===== src/rtl/uart_tx.sv =====
`default_nettype none
// ============================================================================
// Module   : uart_tx
// Brief    : UART serial transmitter with configurable baud, data bits,
//            parity and stop bits. Reports busy/free status events.
// Revision : 1.0 - initial release
// ============================================================================
module uart_tx #(
    parameter int BAUD_DIV_WIDTH = 16,
    parameter int DATA_WIDTH     = 8
) (
    input  logic                      clk,
    input  logic                      rst,
    input  logic [DATA_WIDTH-1:0]     tx_data,
    input  logic                      tx_valid,
    output logic                      tx_ready,
    input  logic [BAUD_DIV_WIDTH-1:0] cfg_baud_div,
    input  logic [3:0]                cfg_data_bits,
    input  logic                      cfg_data_bits_error,
    input  logic                      cfg_parity_en,
    input  logic                      cfg_parity_odd,
    input  logic                      cfg_stop_bits,
    output logic                      txd,
    output logic                      busy,
    output logic                      busy_pulse,
    output logic                      free_pulse
);

    localparam logic [2:0] S_IDLE   = 3'd0;
    localparam logic [2:0] S_START  = 3'd1;
    localparam logic [2:0] S_DATA   = 3'd2;
    localparam logic [2:0] S_PARITY = 3'd3;
    localparam logic [2:0] S_STOP   = 3'd4;

    logic [2:0]                r_state;
    logic [BAUD_DIV_WIDTH-1:0] r_baud_cnt;
    logic [3:0]                r_bit_cnt;
    logic [DATA_WIDTH-1:0]     r_shift;
    logic [BAUD_DIV_WIDTH-1:0] r_div;
    logic [3:0]                r_nbits;
    logic                      r_par_en;
    logic                      r_par_bit;
    logic                      r_stop2;

    logic [2:0]                w_state_next;
    logic [BAUD_DIV_WIDTH-1:0] w_baud_next;
    logic [3:0]                w_bit_next;
    logic [DATA_WIDTH-1:0]     w_shift_next;
    logic [DATA_WIDTH-1:0]     w_mask;
    logic                      w_bit_end;
    logic                      w_load;
    logic                      w_txd_next;
    logic                      w_busy_next;
    logic                      w_busy_pulse_next;
    logic                      w_free_pulse_next;

    assign tx_ready = (r_state == S_IDLE) & ~cfg_data_bits_error;

    always_ff @(posedge clk or posedge rst) begin
        if (rst) begin
            r_state    <= S_IDLE;
            r_baud_cnt <= '0;
            r_bit_cnt  <= '0;
            r_shift    <= '0;
            r_div      <= '0;
            r_nbits    <= '0;
            r_par_en   <= 1'b0;
            r_par_bit  <= 1'b0;
            r_stop2    <= 1'b0;
            txd        <= 1'b1;
            busy       <= 1'b0;
            busy_pulse <= 1'b0;
            free_pulse <= 1'b0;
        end else begin
            r_state    <= w_state_next;
            r_baud_cnt <= w_baud_next;
            r_bit_cnt  <= w_bit_next;
            r_shift    <= w_shift_next;
            // Frame configuration is frozen at acceptance
            if (w_load) begin
                r_div     <= cfg_baud_div;
                r_nbits   <= cfg_data_bits;
                r_par_en  <= cfg_parity_en;
                r_par_bit <= (^(tx_data & w_mask)) ^ cfg_parity_odd;
                r_stop2   <= cfg_stop_bits;
            end
            txd        <= w_txd_next;
            busy       <= w_busy_next;
            busy_pulse <= w_busy_pulse_next;
            free_pulse <= w_free_pulse_next;
        end
    end

    always_comb begin
        w_state_next = r_state;
        w_baud_next  = r_baud_cnt + BAUD_DIV_WIDTH'(1);
        w_bit_next   = r_bit_cnt;
        w_shift_next = r_shift;
        w_load       = 1'b0;
        w_bit_end    = (r_baud_cnt == r_div);
        for (int i = 0; i < DATA_WIDTH; i++) begin
            w_mask[i] = (i < int'(cfg_data_bits));
        end
        if (w_bit_end) begin
            w_baud_next = '0;
        end
        case (r_state)
            S_IDLE: begin
                w_baud_next = '0;
                w_bit_next  = '0;
                if (tx_valid && tx_ready) begin
                    w_load       = 1'b1;
                    w_shift_next = tx_data & w_mask;
                    w_state_next = S_START;
                end
            end
            S_START: begin
                if (w_bit_end) begin
                    w_bit_next   = '0;
                    w_state_next = S_DATA;
                end
            end
            S_DATA: begin
                if (w_bit_end) begin
                    w_shift_next = r_shift >> 1;
                    if (r_bit_cnt == r_nbits - 4'd1) begin
                        w_bit_next   = '0;
                        w_state_next = r_par_en ? S_PARITY : S_STOP;
                    end else begin
                        w_bit_next = r_bit_cnt + 4'd1;
                    end
                end
            end
            S_PARITY: begin
                if (w_bit_end) begin
                    w_bit_next   = '0;
                    w_state_next = S_STOP;
                end
            end
            S_STOP: begin
                if (w_bit_end) begin
                    if (r_bit_cnt == {3'b000, r_stop2}) begin
                        w_bit_next   = '0;
                        w_state_next = S_IDLE;
                    end else begin
                        w_bit_next = r_bit_cnt + 4'd1;
                    end
                end
            end
            default: begin
                w_state_next = S_IDLE;
                w_baud_next  = '0;
                w_bit_next   = '0;
            end
        endcase
    end

    // Outputs are registered, so they are derived from the upcoming state
    always_comb begin
        w_txd_next = 1'b1;
        case (w_state_next)
            S_START:  w_txd_next = 1'b0;
            S_DATA:   w_txd_next = w_shift_next[0];
            S_PARITY: w_txd_next = r_par_bit;
            default:  w_txd_next = 1'b1;
        endcase
        w_busy_next       = (w_state_next != S_IDLE);
        w_busy_pulse_next = (r_state == S_IDLE) && (w_state_next == S_START);
        w_free_pulse_next = (r_state == S_STOP) && (w_state_next == S_IDLE);
    end

endmodule
`default_nettype wire


===== config.mk =====
export PLATFORM = sky130hd
export DESIGN_NAME = uart_tx
export DESIGN_NICKNAME = d
export VERILOG_FILES = /design/src/rtl/uart_tx.sv
export SDC_FILE = /design/constraint.sdc
export NUM_CORES = 1
export LEC_CHECK = 0
export ABC_AREA = 1
export ABC_CLOCK_PERIOD_IN_PS = 2200
export BUFFER_PORTS_ARGS = -buffer_cell sky130_fd_sc_hd__buf_2
export CELL_PAD_IN_SITES_DETAIL_PLACEMENT = 1
export CELL_PAD_IN_SITES_GLOBAL_PLACEMENT = 1
export CORE_MARGIN = 2
export CORE_UTILIZATION = 42
export CTS_CLUSTER_DIAMETER = 200
export CTS_CLUSTER_SIZE = 8
export DETAILED_ROUTE_END_ITERATION = 12
export GPL_ROUTABILITY_DRIVEN = 0
export PLACE_DENSITY = 0.85
export SYNTH_ARGS = -nofsm -noshare
export SYNTH_HDL_FRONTEND = slang
export SYNTH_SLANG_ARGS = --single-unit

===== constraint.sdc =====
create_clock -name clk -period 2.2 [get_ports clk]
set_clock_uncertainty 0.05 [all_clocks]
set_input_delay 0.44 -clock clk [delete_from_list [all_inputs] [get_ports clk]]
set_output_delay 0.44 -clock clk [all_outputs]
set_load 0.005 [all_outputs]

# Word-level counts from Yosys, hierarchy flattened
# Cells that the tools add are included.
[totals] ff_bits=58 in_bits=35 output_inout_bits=5 wordCells=78
[op_classes] addsub=3 order_cmp=8 n_eq_ne=14 muxes=23 bitwise=4 n_reduce_logical=12
[op_table] operator="16-bit 2-to-1 mux" count=2
[op_table] operator="3-bit 2-to-1 mux" count=8
[op_table] operator="4-bit 2-to-1 mux" count=5
[op_table] operator="16-bit by 1-bit adder with 16-bit output, second input constant" count=1
[op_table] operator="16-bit == test" count=1
[op_table] operator="3-bit by 4-bit less-than comparator with 1-bit output, first input constant" count=4
[op_table] operator="8-bit 2-to-1 mux" count=2
[op_table] operator="8-bit one-hot mux with 2 select lines" count=1
[op_table] operator="3-bit one-hot mux with 5 select lines" count=1
[op_table] operator="3-bit by 2-bit == test with 1-bit output, second input constant" count=4
[op_table] operator="4-bit one-hot mux with 3 select lines" count=1
[op_table] operator="8-bit AND" count=1
[op_table] operator="1-bit by 4-bit less-than comparator with 1-bit output, first input constant" count=2
[op_table] operator="2-bit by 4-bit less-than comparator with 1-bit output, first input constant" count=2
[op_table] operator="8-bit XOR reduction" count=1
[op_table] operator="3-bit by 1-bit == test with 1-bit output, second input constant" count=2
[op_table] operator="3-bit logical NOT" count=2
[op_table] operator="3-bit AND reduction" count=2
[op_table] operator="4-bit by 1-bit adder with 4-bit output, second input constant" count=1
[op_table] operator="4-bit by 1-bit == test with 1-bit output" count=1
[op_table] operator="4-bit == test" count=1
[op_table] operator="2-bit by 1-bit != test with 1-bit output, second input constant" count=2
[op_table] operator="2-bit != test, second input constant" count=2
[op_table] operator="4-bit OR reduction" count=1
[op_table] operator="11 further kinds" count=14

# Depth between registers and ports, before layout
[logic_depth] ltp_word=7 depth_mapped=15 depth_no_buf=15

# Least setup slack after synthesis
# No wires, ideal clock.
[synth_path] path_kind="reg-to-reg" from="register r_nbits[0]" to="register free_pulse" setup_time_ps=69 arrival_time_ps=1618 required_time_ps=2081 setup_slack_ps=464 stages_incl_launch_ff=12 n_path_buf=0 period_less_slack_ps=1736 path_cell_list="dfrtp_1 -> inv_1 -> ha_1 -> xor2_1 -> nand2_1 -> nor2_1 -> nand3_1 -> o21ai_4 -> nand3_4 -> nor2_2 -> nand2_2 -> nor2_2"
[synth_via] elab_chain_len=7
[synth_lines] item="start: declaration" line="40" source="logic [3:0] r_nbits;"
[synth_lines] item="start signal: assignment" line="82" source="r_nbits <= cfg_data_bits;"
[synth_lines] item="4-bit by 1-bit subtractor with 4-bit output" line="126" source="if (r_bit_cnt == r_nbits - 4'd1) begin"
[synth_lines] item="4-bit == test" line="126"
[synth_lines] item="3-bit 2-to-1 mux" line="126"
[synth_lines] item="3-bit 2-to-1 mux" line="124" source="if (w_bit_end) begin"
[synth_lines] item="3-bit one-hot mux with 5 select lines" line="107" source="case (r_state)"
[synth_lines] item="net w_state_next[1]" line="45" source="logic [2:0] w_state_next;"
[synth_lines] item="3-bit logical NOT" line="169" source="w_free_pulse_next = (r_state == S_STOP) && (w_state_next == S_IDLE);"
[synth_lines] item="1-bit logical AND" line="169"
[synth_lines] item="net w_free_pulse_next" line="55" source="logic w_free_pulse_next;"
[synth_lines] item="end signal: assignment" line="90" source="free_pulse <= w_free_pulse_next;"
[synth_lines] item="end: declaration" line="26" source="output logic free_pulse"
# The timed path passes the listed nets, and every way through them passes these cells.
# A chain may end at the register's enable or synchronous reset.

# Final worst setup path
[layout_path] from="register r_baud_cnt[3]" to="register r_baud_cnt[15]"
[layout_via] elab_chain_len=3 word_cells_on_any_way=4 cone_classes="add/sub: 1; eq/ne: 1; mux: 2"
[layout_lines] item="start: declaration" line="36" source="logic [BAUD_DIV_WIDTH-1:0] r_baud_cnt;"
[layout_lines] item="start signal: assignment" line="76" source="r_baud_cnt <= w_baud_next;"
[layout_lines] item="16-bit by 1-bit adder with 16-bit output / 16-bit == test (equally long branches)" line="96, 100"
[layout_lines] item="16-bit 2-to-1 mux (*)" line="104" source="if (w_bit_end) begin"
[layout_lines] item="16-bit 2-to-1 mux (*)" line="107"
[layout_lines] item="net w_baud_next[15]" line="46" source="logic [BAUD_DIV_WIDTH-1:0] w_baud_next;"
# The timed path passes the listed nets; every way through them passes the cells marked *.

==> metrics.md <==
| Metric | Value |
|---|---|
| Core ar. | `about 7300 um^2` |
| FF-to-FF path depth | `9` |
| Drt first pass iters | `4` |
| Proportion of layout cells with a drive suffix above 1 | `between 20% and 30%` |
| Post-synth EDFFs | `0` |
| Area grow syn2layout | `17.0%` |
| RSZ-0062 raised after global routing | `no` |
| GR Overflow Total | `0` |
| Die Y | `91.6 um` |
| GRT Overall Usage | `about 22%` |
| Max_cap viols | `0` |
| Worst Path Arrival | `approximately 2.1 ns` |
| Status | `complete, no violations` |
| Drt total wl | `roughly 8200 um` |
| Top FF cell, synth | `dfrtp_1` |
| Largest net degree at the start of global routing | `32` |
| Pre-CTS setup slack | `0.273 ns` |
| Worst-Skew Late Latency | `0.35 ns` |
| Post-CTS setup buffer count | `0` |
| Row count | `31` |
| H-tree levels | `3` |
| Ports | `40` |
| Via count | `around 2900` |
| Non-filler cells, final | `around 580` |
| DIE WIDTH | `91.6 um` |
| Final Hold Vio Count | `0` |
| Hpwl dp | `around 6100 um` |
| Final Cycle Share | `about nine tenths` |
| Vias in the first global route | `3126` |
| Asr flop ratio synth | `100%` |
| Final Net Count | `slightly above 500` |
| CP Max Fanout | `5` |
| R2R Setup Slk | `0.25 ns` |
| DRC viols | `0` |
| WL/cell | `between 10 and 15 um` |
| Synthesis-stage register bit count | `58` |
| Initial Util | `roughly 44%` |
| Synth Area in Simple Gates | `about 32%` |
| Tot Pwr | `between 2000 and 2500 uW` |
| Post-synthesis compound-gate area fraction | `10.2%` |
| Post-synthesis adder-cell area fraction | `1.16%` |
| Most frequent cells in the layout | `nand2_1, dfrtp_1, inv_1` |
| Placed insts | `568` |
| Mapped cell area | `3220 um^2` |
| Syn_nets | `about 470` |
| Critical Path End Type | `register` |
| Num CTS Buffers | `9` |
| Worst-margin pin slew | `around 0.7 ns` |
| Syn Inst Count | `~430` |
| Tmin final | `just under 2 ns` |
| Worst-path clk slew | `roughly 0.080 ns` |
| Synth Area in XOR/XNOR | `~3%` |
| Post-DRT Antenna Nets | `0` |
| Hold Path Class | `input pin to asynchronous set/reset pin` |
| Final worst slack | `~0.25 ns` |
| R2r startpoint | `r_baud_cnt[3]` |
| Critical path class | `register to register` |
| First-pass GRT wire length | `14400 um` |
| LEAKAGE | `between 0.0015 and 0.002 uW` |
| Post-synthesis sequential area ratio | `a little under half` |
| Sink Count | `between 50 and 60` |
| # port buffers | `39` |
| Die ar. | `~8400 um^2` |
| Worst-case clock buffer depth | `2` |
| Antenna diode count | `0` |
| Largest family of logic cells by synthesized area | `simple AND/OR/NAND/NOR gates` |
| Commonest non-fill, non-tap cell in the layout | `nand2_1` |
| PwrDens | `between 600 and 700 nW/um^2` |
| Setup crit start kind | `register` |
| Vias/cell | `roughly 5` |
| Synth unique cells | `37` |
| Worst vdd ir | `~0.28 mV` |
| Fin. max-slew vios | `0` |
| Highest clock rate | `513 MHz` |
| R2r endpoint | `r_baud_cnt[15]` |
| Yosys Warn Count | `0` |
| CTS tree | `done` |
| Mean Syn Cell Area | `7.44 um^2` |
| Initial DRC count | `between 90 and 100` |
| Mux contribution to synthesized area | `0%` |
| CTS root buf | `clkbuf_8` |
| Fillers | `951` |
| TNS Setup | `0 ns` |
| CP required | `~2.4 ns` |
| Worst slew margin | `~53%` |
| Final setup viols | `0` |
| Initial antenna violation count | `0` |
[worst max-delay path, cell delays in order, from the launching register on]
cell and delay [ns]:
dfrtp_1 0.46, nand2_1 0.15, nor2_1 0.22, nand2_1 0.12, nor2_2 0.22, nand2_1 0.14, nor3_2 0.19, nand2_1 0.10
o21ai_1 0.13, a21oi_1 0.05
[repair_timing]
action,4_1_cts,5_1_grt
hold buffers,0,0
endpoints found under the setup margin,0,2
gates resized for setup,0,3
[how the worst max path moves through the flow]
stage / startpoint / to / slack [ns] / cells after the start
floorplan: rst / busy / 0.28 / 1
global placement: cfg_data_bits[3] / r_par_bit / 0.34 / 13
detailed placement: r_baud_cnt[0] / r_baud_cnt[12] / 0.27 / 8
CTS: r_baud_cnt[2] / r_baud_cnt[15] / 0.19 / 9
global route: r_baud_cnt[2] / r_baud_cnt[15] / 0.05 / 9
finish: r_baud_cnt[3] / r_baud_cnt[15] / 0.25 / 9
[layer usage]
| layer | share of wire, % | GRT usage (%) |
|---|---|---|
| met1 | 48 | 28.0 |
| met2 | 47 | 35.8 |
| met3 | 3.1 | 4.48 |
| met4 | 1.5 | 7.58 |
| met5 | 0 | 0 |
[area by class of cell]
class	count	area [um^2]	share of cell area, %
multi-input cells	304	1520	40.2
inverters	65	245	6.50
well taps	99	124	3.28
repair buffers	42	230	6.10
clock inverters	5	52.6	1.39
flip-flops and latches	58	1450	38.5
clock buffers	11	151	4.01
[logic make-up after synthesis]
kind of cell / after synthesis
buf+inv: 71
compound gates: 56
flops: 58
xor+xnor: 11
simple gates: 234
fa+ha+maj: 3
[cells in the mapped netlist, types with 6 or more instances]
| cell | instances | share of area, % |
|---|---|---|
| nand3_1 | 22 | 3.4 |
| a21oi_1 | 10 | 1.6 |
| o21ai_0 | 29 | 4.5 |
| dfrtp_1 | 57 | 44 |
| nor2_1 | 30 | 3.5 |
| xor2_1 | 7 | 1.9 |
| nand2_2 | 6 | 1.2 |
| inv_1 | 48 | 5.6 |
| nand2_1 | 143 | 17 |
| inv_2 | 15 | 1.7 |
| nor3_1 | 10 | 1.6 |
[flip-flops by register name, summed over array words and instances (netlist names), 3 cells and up]
register / cells
r_div: 16
r_bit_cnt: 4
r_state: 3
r_shift: 8
r_baud_cnt: 16
r_nbits: 4
[stage by stage]
| stage | area (um^2) | utilization (%) | hold WS (ns) |
|---|---|---|---|
| finish | 3770 | 51.4 | 0.150 |
| global route | 3770 | 51.4 | 0.209 |
| CTS | 3750 | 51.2 | 0.180 |
| detailed placement | 3550 | 48.4 | 0.416 |
| global placement | 3550 | 48.4 | 0.415 |
| floorplan | 3220 | - | 0.399 |
[power breakdown]
part           internal [uW]  total (uW)  switching, uW
clock                    578        1030            447
combinational           68.6         174            106
sequential              1090        1110           14.6
total                   1740        2310            568
Note: power is estimated with default switching activity, not from simulation.
